$ cat config.mk
export PLATFORM = sky130hd
export DESIGN_NAME = tis_node_gen2
export DESIGN_NICKNAME = d
export VERILOG_FILES = /design/src/rtl/tis_node_gen2.sv
export SDC_FILE = /design/constraint.sdc
export NUM_CORES = 1
export LEC_CHECK = 0
export BUFFER_PORTS_ARGS = -buffer_cell sky130_fd_sc_hd__buf_4
export CAP_MARGIN = 20
export CORE_MARGIN = 2
export CORE_UTILIZATION = 40
export CTS_CLUSTER_SIZE = 20
export DETAILED_ROUTE_END_ITERATION = 10
export PLACE_DENSITY = 0.61
export SKIP_LAST_GASP = 1
export SYNTH_ARGS = -nofsm -noshare
export SYNTH_HDL_FRONTEND = slang
export SYNTH_SLANG_ARGS = --single-unit
$ cat constraint.sdc
create_clock -name clk -period 5.68 [get_ports clk]
set_input_delay 1.136 -clock clk [delete_from_list [all_inputs] [get_ports clk]]
set_output_delay 1.136 -clock clk [all_outputs]
set_load 0.01 [all_outputs]
$ cat src/rtl/tis_node_gen2.sv
// TIS-100 style execution node: ACC/BAK, loadable program RAM and NPORTS blocking
// valid/ready neighbour ports (with ANY), tileable by joining out_* to in_* of neighbours.
module tis_node_gen2 #(
  parameter int DATA_W = 8,
  parameter int PROG_D = 16,
  parameter int NPORTS = 4,
  localparam int AW = $clog2(PROG_D),
  localparam int IW = 10 + DATA_W
) (
  input  logic                     clk,
  input  logic                     rst,
  input  logic                     run,
  input  logic                     prog_we,
  input  logic [AW-1:0]            prog_addr,
  input  logic [IW-1:0]            prog_data,
  input  logic [AW-1:0]            prog_last,
  input  logic [NPORTS*DATA_W-1:0] in_data,
  input  logic [NPORTS-1:0]        in_valid,
  output logic [NPORTS-1:0]        in_ready,
  output logic [DATA_W-1:0]        out_data,
  output logic [NPORTS-1:0]        out_valid,
  input  logic [NPORTS-1:0]        out_ready,
  output logic [AW-1:0]            pc,
  output logic [DATA_W-1:0]        acc,
  output logic                     blocked
);

  typedef enum logic {S_RUN, S_WRITE} state_t;

  localparam logic [3:0] OP_MOV = 4'd1, OP_SWP = 4'd2, OP_SAV = 4'd3, OP_ADD = 4'd4,
                         OP_SUB = 4'd5, OP_NEG = 4'd6, OP_JMP = 4'd7, OP_JEZ = 4'd8,
                         OP_JNZ = 4'd9, OP_JGZ = 4'd10, OP_JLZ = 4'd11, OP_JRO = 4'd12;

  localparam int SW = ((AW > DATA_W) ? AW : DATA_W) + 2;
  localparam int SMAX_I = 2 ** (DATA_W - 1) - 1;
  localparam logic signed [DATA_W:0] SMAX = (DATA_W + 1)'(SMAX_I);
  localparam logic signed [DATA_W:0] SMIN = -SMAX;

  logic [IW-1:0]     prog_mem [PROG_D];
  state_t            state_reg;
  logic [AW-1:0]     pc_reg;
  logic [DATA_W-1:0] acc_reg, bak_reg, out_reg;
  logic [3:0]        out_mask_reg;

  logic [IW-1:0]     instr;
  logic [3:0]        op;
  logic [2:0]        src, dst;
  logic [DATA_W-1:0] imm;

  // Ports are padded out to four so every port code decodes uniformly;
  // absent ports read as never-valid/never-ready and decode as NIL.
  logic [DATA_W-1:0] in_word [4];
  logic [3:0]        valid_pad, ready_pad, port_exist;

  genvar gi;
  generate
    for (gi = 0; gi < 4; gi++) begin : g_pad
      if (gi < NPORTS) begin : g_real
        assign in_word[gi]    = in_data[gi*DATA_W +: DATA_W];
        assign valid_pad[gi]  = in_valid[gi];
        assign ready_pad[gi]  = out_ready[gi];
        assign port_exist[gi] = 1'b1;
      end else begin : g_none
        assign in_word[gi]    = '0;
        assign valid_pad[gi]  = 1'b0;
        assign ready_pad[gi]  = 1'b0;
        assign port_exist[gi] = 1'b0;
      end
    end
  endgenerate

  always_ff @(posedge clk) begin
    if (prog_we && !run)
      prog_mem[prog_addr] <= prog_data;
  end

  assign instr = prog_mem[pc_reg];
  assign op    = instr[IW-1 -: 4];
  assign src   = instr[IW-5 -: 3];
  assign dst   = instr[IW-8 -: 3];
  assign imm   = instr[DATA_W-1:0];

  // ANY read picks the lowest-index valid port
  logic              any_hit;
  logic [DATA_W-1:0] any_data;
  logic [3:0]        any_onehot;
  always_comb begin
    any_hit    = 1'b0;
    any_data   = '0;
    any_onehot = '0;
    for (int k = 3; k >= 0; k--) begin
      if (valid_pad[k]) begin
        any_hit    = 1'b1;
        any_data   = in_word[k];
        any_onehot = 4'(1 << k);
      end
    end
  end

  logic              uses_src, src_ok, active;
  logic [DATA_W-1:0] src_val;
  logic [3:0]        rd_ready;
  always_comb begin
    uses_src = (op == OP_MOV) || (op == OP_ADD) || (op == OP_SUB) || (op == OP_JRO);
    src_val  = '0;
    src_ok   = 1'b1;
    rd_ready = '0;
    case (src)
      3'd0: src_val = imm;
      3'd1: src_val = acc_reg;
      3'd2: src_val = '0;
      3'd3: begin
        src_val  = any_data;
        src_ok   = any_hit;
        rd_ready = any_onehot;
      end
      default: begin
        if (port_exist[src[1:0]]) begin
          src_val  = in_word[src[1:0]];
          src_ok   = valid_pad[src[1:0]];
          rd_ready = 4'(1 << src[1:0]);
        end
      end
    endcase
  end

  assign active = (state_reg == S_RUN) && run;

  logic       stall_rd, accept, dst_port;
  logic [3:0] wr_mask;
  always_comb begin
    stall_rd = active && uses_src && !src_ok;
    accept   = (state_reg == S_WRITE) && |(out_mask_reg & ready_pad);
    wr_mask  = '0;
    if (dst == 3'd3)
      wr_mask = port_exist;
    else if (dst[2] && port_exist[dst[1:0]])
      wr_mask = 4'(1 << dst[1:0]);
    dst_port = |wr_mask;
  end

  assign in_ready  = (active && uses_src) ? rd_ready[NPORTS-1:0] : '0;
  assign blocked   = stall_rd || ((state_reg == S_WRITE) && !accept);
  assign out_valid = out_mask_reg[NPORTS-1:0];
  assign out_data  = out_reg;
  assign pc        = pc_reg;
  assign acc       = acc_reg;

  // Arithmetic is done one bit wider and clamped to the symmetric range
  logic signed [DATA_W:0] acc_ext, src_ext, add_raw, sub_raw, neg_raw;
  logic [DATA_W-1:0]      add_sat, sub_sat, neg_sat;

  function automatic logic [DATA_W-1:0] sat(input logic signed [DATA_W:0] v);
    if (v > SMAX)      return SMAX[DATA_W-1:0];
    else if (v < SMIN) return SMIN[DATA_W-1:0];
    else               return v[DATA_W-1:0];
  endfunction

  always_comb begin
    acc_ext = {acc_reg[DATA_W-1], acc_reg};
    src_ext = {src_val[DATA_W-1], src_val};
    add_raw = acc_ext + src_ext;
    sub_raw = acc_ext - src_ext;
    neg_raw = -acc_ext;
    add_sat = sat(add_raw);
    sub_sat = sat(sub_raw);
    neg_sat = sat(neg_raw);
  end

  logic [AW-1:0]        pc_seq, jmp_tgt, jro_tgt;
  logic signed [SW-1:0] jro_sum, last_ext;
  logic                 acc_zero, acc_neg, take_jump;
  always_comb begin
    pc_seq   = (pc_reg == prog_last) ? '0 : pc_reg + AW'(1);
    jmp_tgt  = (imm[AW-1:0] > prog_last) ? prog_last : imm[AW-1:0];
    jro_sum  = SW'(signed'({1'b0, pc_reg})) + SW'(signed'(src_val));
    last_ext = SW'(signed'({1'b0, prog_last}));
    if (jro_sum < 0)             jro_tgt = '0;
    else if (jro_sum > last_ext) jro_tgt = prog_last;
    else                         jro_tgt = jro_sum[AW-1:0];
    acc_zero = (acc_reg == '0);
    acc_neg  = acc_reg[DATA_W-1];
    case (op)
      OP_JMP:  take_jump = 1'b1;
      OP_JEZ:  take_jump = acc_zero;
      OP_JNZ:  take_jump = !acc_zero;
      OP_JGZ:  take_jump = !acc_zero && !acc_neg;
      OP_JLZ:  take_jump = acc_neg;
      default: take_jump = 1'b0;
    endcase
  end

  always_ff @(posedge clk or posedge rst) begin
    if (rst) begin
      state_reg    <= S_RUN;
      pc_reg       <= '0;
      acc_reg      <= '0;
      bak_reg      <= '0;
      out_reg      <= '0;
      out_mask_reg <= '0;
    end else begin
      case (state_reg)
        S_RUN: begin
          if (run && !stall_rd) begin
            case (op)
              OP_MOV: begin
                if (dst_port) begin
                  out_reg      <= src_val;
                  out_mask_reg <= wr_mask;
                  state_reg    <= S_WRITE;
                end else begin
                  if (dst == 3'd1) acc_reg <= src_val;
                  pc_reg <= pc_seq;
                end
              end
              OP_SWP: begin
                acc_reg <= bak_reg;
                bak_reg <= acc_reg;
                pc_reg  <= pc_seq;
              end
              OP_SAV: begin
                bak_reg <= acc_reg;
                pc_reg  <= pc_seq;
              end
              OP_ADD: begin
                acc_reg <= add_sat;
                pc_reg  <= pc_seq;
              end
              OP_SUB: begin
                acc_reg <= sub_sat;
                pc_reg  <= pc_seq;
              end
              OP_NEG: begin
                acc_reg <= neg_sat;
                pc_reg  <= pc_seq;
              end
              OP_JMP, OP_JEZ, OP_JNZ, OP_JGZ, OP_JLZ:
                pc_reg <= take_jump ? jmp_tgt : pc_seq;
              OP_JRO:
                pc_reg <= jro_tgt;
              default:
                pc_reg <= pc_seq;
            endcase
          end
        end
        S_WRITE: begin
          if (accept) begin
            out_mask_reg <= '0;
            state_reg    <= S_RUN;
            pc_reg       <= pc_seq;
          end
        end
        default: state_reg <= S_RUN;
      endcase
    end
  end

endmodule

# After elaboration in Yosys (flattened, before gate mapping)
# Memories as Yosys holds them, arrays and structs flattened.
# Index checks and enable logic that the tools add are counted.
# W data, S select, Z words.
dict set report totals {
  ram_bits 288
  out_inout_bits 29
  word_cells 148
  regBits 33
  in_bits 70
  memories 1
}
dict set report classes {
  mux 62
  add_sub_neg 5
  order_cmp 12
  n_eq_ne 25
  reduce_logical 32
  bitwise 3
  shift 2
}
# name depth word_bits read_ports rd_clocked_by_memory_dff wr line
set memory_table {}
lappend memory_table {prog_mem 16 18 1 0 1 39} ;# logic [IW-1:0] prog_mem [PROG_D];
# cell n
set ops {}
lappend ops {{$mux W8} 15}
lappend ops {{$mux W4} 20}
lappend ops {{$pmux W8 S5} 1}
lappend ops {{$pmux W8 S4} 1}
lappend ops {{$gt A9 B8 Y1 const B} 3}
lappend ops {{$lt A9 B8 Y1 const B} 3}
lappend ops {{$pmux W4 S2} 3}
lappend ops {{$eq A4 B4 Y1 const B} 5}
lappend ops {{$bmux W8 S2} 1}
lappend ops {{$eq A4 B3 Y1 const B} 4}
lappend ops {{$mux W1} 14}
lappend ops {{$pmux W4 S3} 1}
lappend ops {{$add A5 B8 Y9} 1}
lappend ops {{$add A8 B8 Y9} 1}
lappend ops {{$eq A3 B2 Y1 const B} 3}
lappend ops {{$gt A9 B5 Y1} 1}
lappend ops {{$logic_and A1 B1 Y1} 9}
lappend ops {{$lt A9 B1 Y1 const B} 1}
lappend ops {{$neg A8 Y9} 1}
lappend ops {{$sub A8 B8 Y9} 1}
lappend ops {{$eq A4 B2 Y1 const B} 2}
lappend ops {{$logic_not A8 Y1} 1}
lappend ops {{$reduce_and A4 Y1} 2}
lappend ops {{$reduce_or A4 Y1} 2}
lappend ops {{26 further kinds} 45}

# Depth between registers and ports, before layout
# An unclocked memory read counts as a cell.
dict set report logic_depth {
  word_depth 14
  depth_mapped 24
  ltp_nobuf 21
}

# Worst setup path before layout
# No wires, ideal clock.
dict set report synth_path {
  kind {reg-to-reg}
  start {register pc_reg[0] (netlist: pc[0])}
  end {register pc_reg[0] (netlist: pc[0])}
  arrival_ps 6262
  required_time_ps 5593
  period_less_slack_ps 6349
  n_path_buf 5
  slack_ps -669
  stages_incl_launch_ff 24
  setup_ps 87
  path_cell_list {dfrtp_1 > buf_6 > buf_2 > buf_4 > buf_2 > clkbuf_1 > mux4_2 > mux4_2 > a21oi_1 > o211ai_1 > o21a_1 > ha_1 > fa_1 > ha_1 > nor2b_1 > o21a_1 > o21a_1 > o21ai_0 > o211ai_1 > or4b_1 > a22o_4 > mux2i_1 > or2_1 > a22oi_1}
}
dict set report synth_between {
  elab_chain_cells 14
  word_cells_on_any_way 64
  classes_between {add/sub (2); order compare (3); eq/ne (16); shift (1); mux (26); bitwise (1); reduce/logical (14); memory (1)}
}
# element line
set synth_rtl {}
lappend synth_rtl {{start: declaration} 41} ;# logic [AW-1:0] pc_reg;
lappend synth_rtl {{start signal: assignment} 213} ;# pc_reg <= pc_seq;
lappend synth_rtl {{start signal: assignment} 219} ;# pc_reg <= pc_seq;
lappend synth_rtl {{start signal: assignment} 223} ;# pc_reg <= pc_seq;
lappend synth_rtl {{$mem_v2 Z16 W18 (*)} --}
lappend synth_rtl {{$not A2 Y3 (implied by the code)} 119} ;# src_val = in_word[src[1:0]];
lappend synth_rtl {{$bmux W8 S2} 119}
lappend synth_rtl {{$mux W8 (implied by the code) (2 in series)} 119}
lappend synth_rtl {{$mux W8} 118} ;# if (port_exist[src[1:0]]) begin
lappend synth_rtl {{$pmux W8 S4 (*)} 108} ;# case (src)
lappend synth_rtl {{net src_val[0]} 101} ;# logic [DATA_W-1:0] src_val;
lappend synth_rtl {{$add A5 B8 Y9 (*)} 176} ;# jro_sum = SW'(signed'({1'b0, pc_reg})) + SW'(signed'(src_val));
lappend synth_rtl {{$gt A9 B5 Y1} 179} ;# else if (jro_sum > last_ext) jro_tgt = prog_last;
lappend synth_rtl {{$mux W4} 179}
lappend synth_rtl {{$mux W4 (*)} 178} ;# if (jro_sum < 0) jro_tgt = '0;
lappend synth_rtl {{$pmux W4 S3 (*)} 205} ;# case (op)
lappend synth_rtl {{$mux W4 (*)} 204} ;# if (run && !stall_rd) begin
lappend synth_rtl {{$pmux W4 S2 (*)} 202} ;# case (state_reg)
# Mark *: on every way through the listed nets, which the timed path passes. The rest lies on a longest branch. The select of a mux whose other input is x is not followed.
# A chain may end at the register's enable or synchronous reset.

# Worst setup path in the final report
dict set report layout_path {
  start {register pc_reg[0] (netlist: pc[0])}
  end {output port in_ready[2]}
}
dict set report layout_between {
  elab_chain_cells 7
  word_cells_on_any_way 20
  classes_between {eq/ne (7); shift (1); mux (5); reduce/logical (6); memory (1)}
}
# element line
set layout_rtl {}
lappend layout_rtl {{$mem_v2 Z16 W18 (*)} --}
lappend layout_rtl {{branches (longest 5 deep; another with $mux W4)} --}
lappend layout_rtl {{$mux W4 (*)} 142} ;# assign in_ready = (active && uses_src) ? rd_ready[NPORTS-1:0] : '0;
lappend layout_rtl {{end: declaration} 19} ;# output logic [NPORTS-1:0] in_ready,
# Every way passes the cells marked *. The select of a mux whose other input is x is not followed.

==> run summary <==
Maximum root-to-sink buffer count - 3
Clk root buf - clkbuf_16
Most frequent cells in the layout - edfxtp_1 (288), buf_4 (152), mux4_2 (80), nor2_1 (48), nand2_1 (47)
Min-delay src - out_data[0]
Wirelength per Cell - 23.5 um
Syn Area/Cell - 15.4 um^2
Syn-to-layout area delta - 18.3%
CTS Hold Buffers Added - 0
RSZ-0062 raised after global routing - true
Post-Syn Area - 0.0153 mm^2
Max reg flops - 288
Yosys reg bits - 321
Max-slew violations - 0
Critical path arrival - 4.39 ns
CTS tree - built
Worst-Margin Slew - 0.949 ns
Seq/Total Area, Yosys - 61.8%
Total GRT Usage - 20.0%
Maximum vdd drop - 0.000375 V
Slowest-stage cell, CP - mux4_2
Tmin final - 5.53 ns
Critical path class - flop to primary output
Reg area - 0.00948 mm^2
Mapped Cells - 998
Hold Path Depth - 1
EDFF count, synth - 288
CP most frequent cell - buf_4
Util after Layout - 48.1%
Worst Clk Skew - 0.0132 ns
CP startpoint kind - flop
R2r endpoint - pc[0]
Synth top area share - 56.4%
Number of buffers and inverters on the critical path - 4
Max Cap Violations - 0
Vias - 9,430
Global placement routability congestion - 0.858
Worst Hold Path EP - out_data[0]
CP delay by family, top - multiplexers
R2r startpoint - pc[0]
Starting Density - 40.7%
Io pins - 99
Drt first pass iters - 7
Total die area - 0.0399 mm^2
Required @ worst endpoint - 4.54 ns
Ant diodes - 0
Final Power - 11,800 uW
# fillers - 3,293
Reg2reg setup slack - 0.21 ns
LEAKAGE - 0.00641 uW
First-pass GRT wire length - 58,900 um
Initial antenna violation count - 0
IO Port Bufs - 98
Vias in the first global route - 9,519
Leading register cell type out of synthesis - edfxtp_1
Std cell rows - 71
H-tree level count - 2
Final Hold Violating Endpoints - 0
Worst r2r path cells - 20
TritonCTS Sinks - 321
Wirelength, routed - 39,600 um
Yosys top cell by area - edfxtp_1
Top post-synthesis cells by area - edfxtp_1 (56%), mux4_2 (12%), dfrtp_1 (5.4%)
Yosys cell types - 80
Dpl cells - 1,614
Clock transition at the registers of the reported paths - 0.06 ns
Pre-CTS setup slack - 0.264 ns
Grt total ovfl - 0
Hold/Removal Path Class - flop to flop
Clk Latency, worst-skew pair - 0.53 ns
TNS Setup - 0 ns
Ys Warns - 0
Worst path max stage delay - 0.65 ns
Die Width - 200 um
Setup ws final - 0.153 ns
Most frequent standard cell in the layout excluding fill and tap cells - edfxtp_1
Rel. slew slack - 36.1%
Die span in y - 200 um
Num CTS Buffers - 36
Non-filler cells, final - 1,683
Reg with most FFs - prog_mem
Pin count of the biggest net entering global routing - 36
Crit Path Max Fanout - 26
Core area - 0.0377 mm^2
Setup violators final - 0
Drt drc - 0
NumNets Final - 1,251
DP HPWL - 26,100 um
Critical Path Sink Type - primary output
Run status - finished, final reports clean
Tcrit/Tclk final - 97.3%
Cell Chain, Critical Path - buf_2 > buf_4 > buf_4 > mux4_2 > mux4_2 > or3b_1 > or2_2 > nor3b_1 > buf_4
Footprint of the multi-input gates - 0.00558 mm^2
F_max - 0.181 GHz
Synthesized Nets - 1,105
Antenna Violating Nets Remaining - 0
Post-synth ARST share - 10.3%
DR vias/cell - 5.60
Drt first-iter violations - 762
Share of cells above drive strength 1 - 28.3%
Power per Cell Area - 650 mW/mm^2
where the power goes:
part           internal, uW  switching, uW
Combinational          2920           3790
Clock                  1260            922
Sequential             2720            188
timing repair:
action                                  in CTS  in global routing
endpoints found under the setup margin       0                  5
resized for setup                            0                  2
buffers inserted                             0                  2
how the worst max path moves through the flow:
stage	from	end	slack [ns]	cells past startpoint
6_report	pc[0]	in_ready[2]	0.15	9
5_1_grt	pc[0]	acc[2]	-0.08	19
4_1_cts	pc[0]	in_ready[2]	0.13	8
3_5_place_dp	pc[0]	pc[0]	0.26	20
3_3_place_gp	pc[0]	pc[0]	0.34	19
2_1_floorplan	pc[0]	pc[0]	0.002	23
layout make-up:
class                      count  area share (%)
sequential                   321            52.3
multi-input combinational    596            30.8
timing repair buffer         155            6.54
clock buffer                  47            5.31
tap                          511            3.53
clock inverter                19           0.842
inverter                      34           0.704
per-stage QoR:
step,area [um^2],hold slack (ns)
6_report,18100,0.485
5_1_grt,18100,0.509
4_1_cts,18100,0.491
3_5_place_dp,17000,0.479
3_3_place_gp,17000,0.472
2_1_floorplan,15400,0.481
metal layers:
layer / share of wire [%] / vias to the layer above / GRT usage (%)
met5: 0 / - / 0
met4: 1.9 / 0 / 5.24
met3: 4.7 / 56 / 3.02
met2: 50 / 251 / 34.8
met1: 43 / 4827 / 26.5
li1: - / 4296 / -
kinds of logic (layout without fill, tap and decap cells):
kind of cell	count (synthesis)	count (layout)	share of synthesized area [%]
DFF	321	321	61.8
and+or+nand+nor	212	212	7.05
AOI/OAI and AO/OA	189	189	8.60
muxes	131	131	15.6
buffers and inverters	81	255	2.26
adders and majority gates	37	37	3.17
xor gates and xnor gates	27	27	1.54
synth_stat cells (9+ instances only):
master / number
mux2i_1: 19
inv_1: 33
o211ai_1: 11
ha_1: 34
xor2_1: 9
o21ai_0: 21
clkbuf_1: 34
mux2_1: 11
nand2_1: 47
nor2b_1: 19
dfrtp_1: 33
nor3_1: 21
a21oi_1: 45
nor2_1: 60
mux2_2: 18
xnor2_1: 18
a22oi_1: 17
mux4_2: 80
edfxtp_1: 288
(Power assumes the default switching activity.)
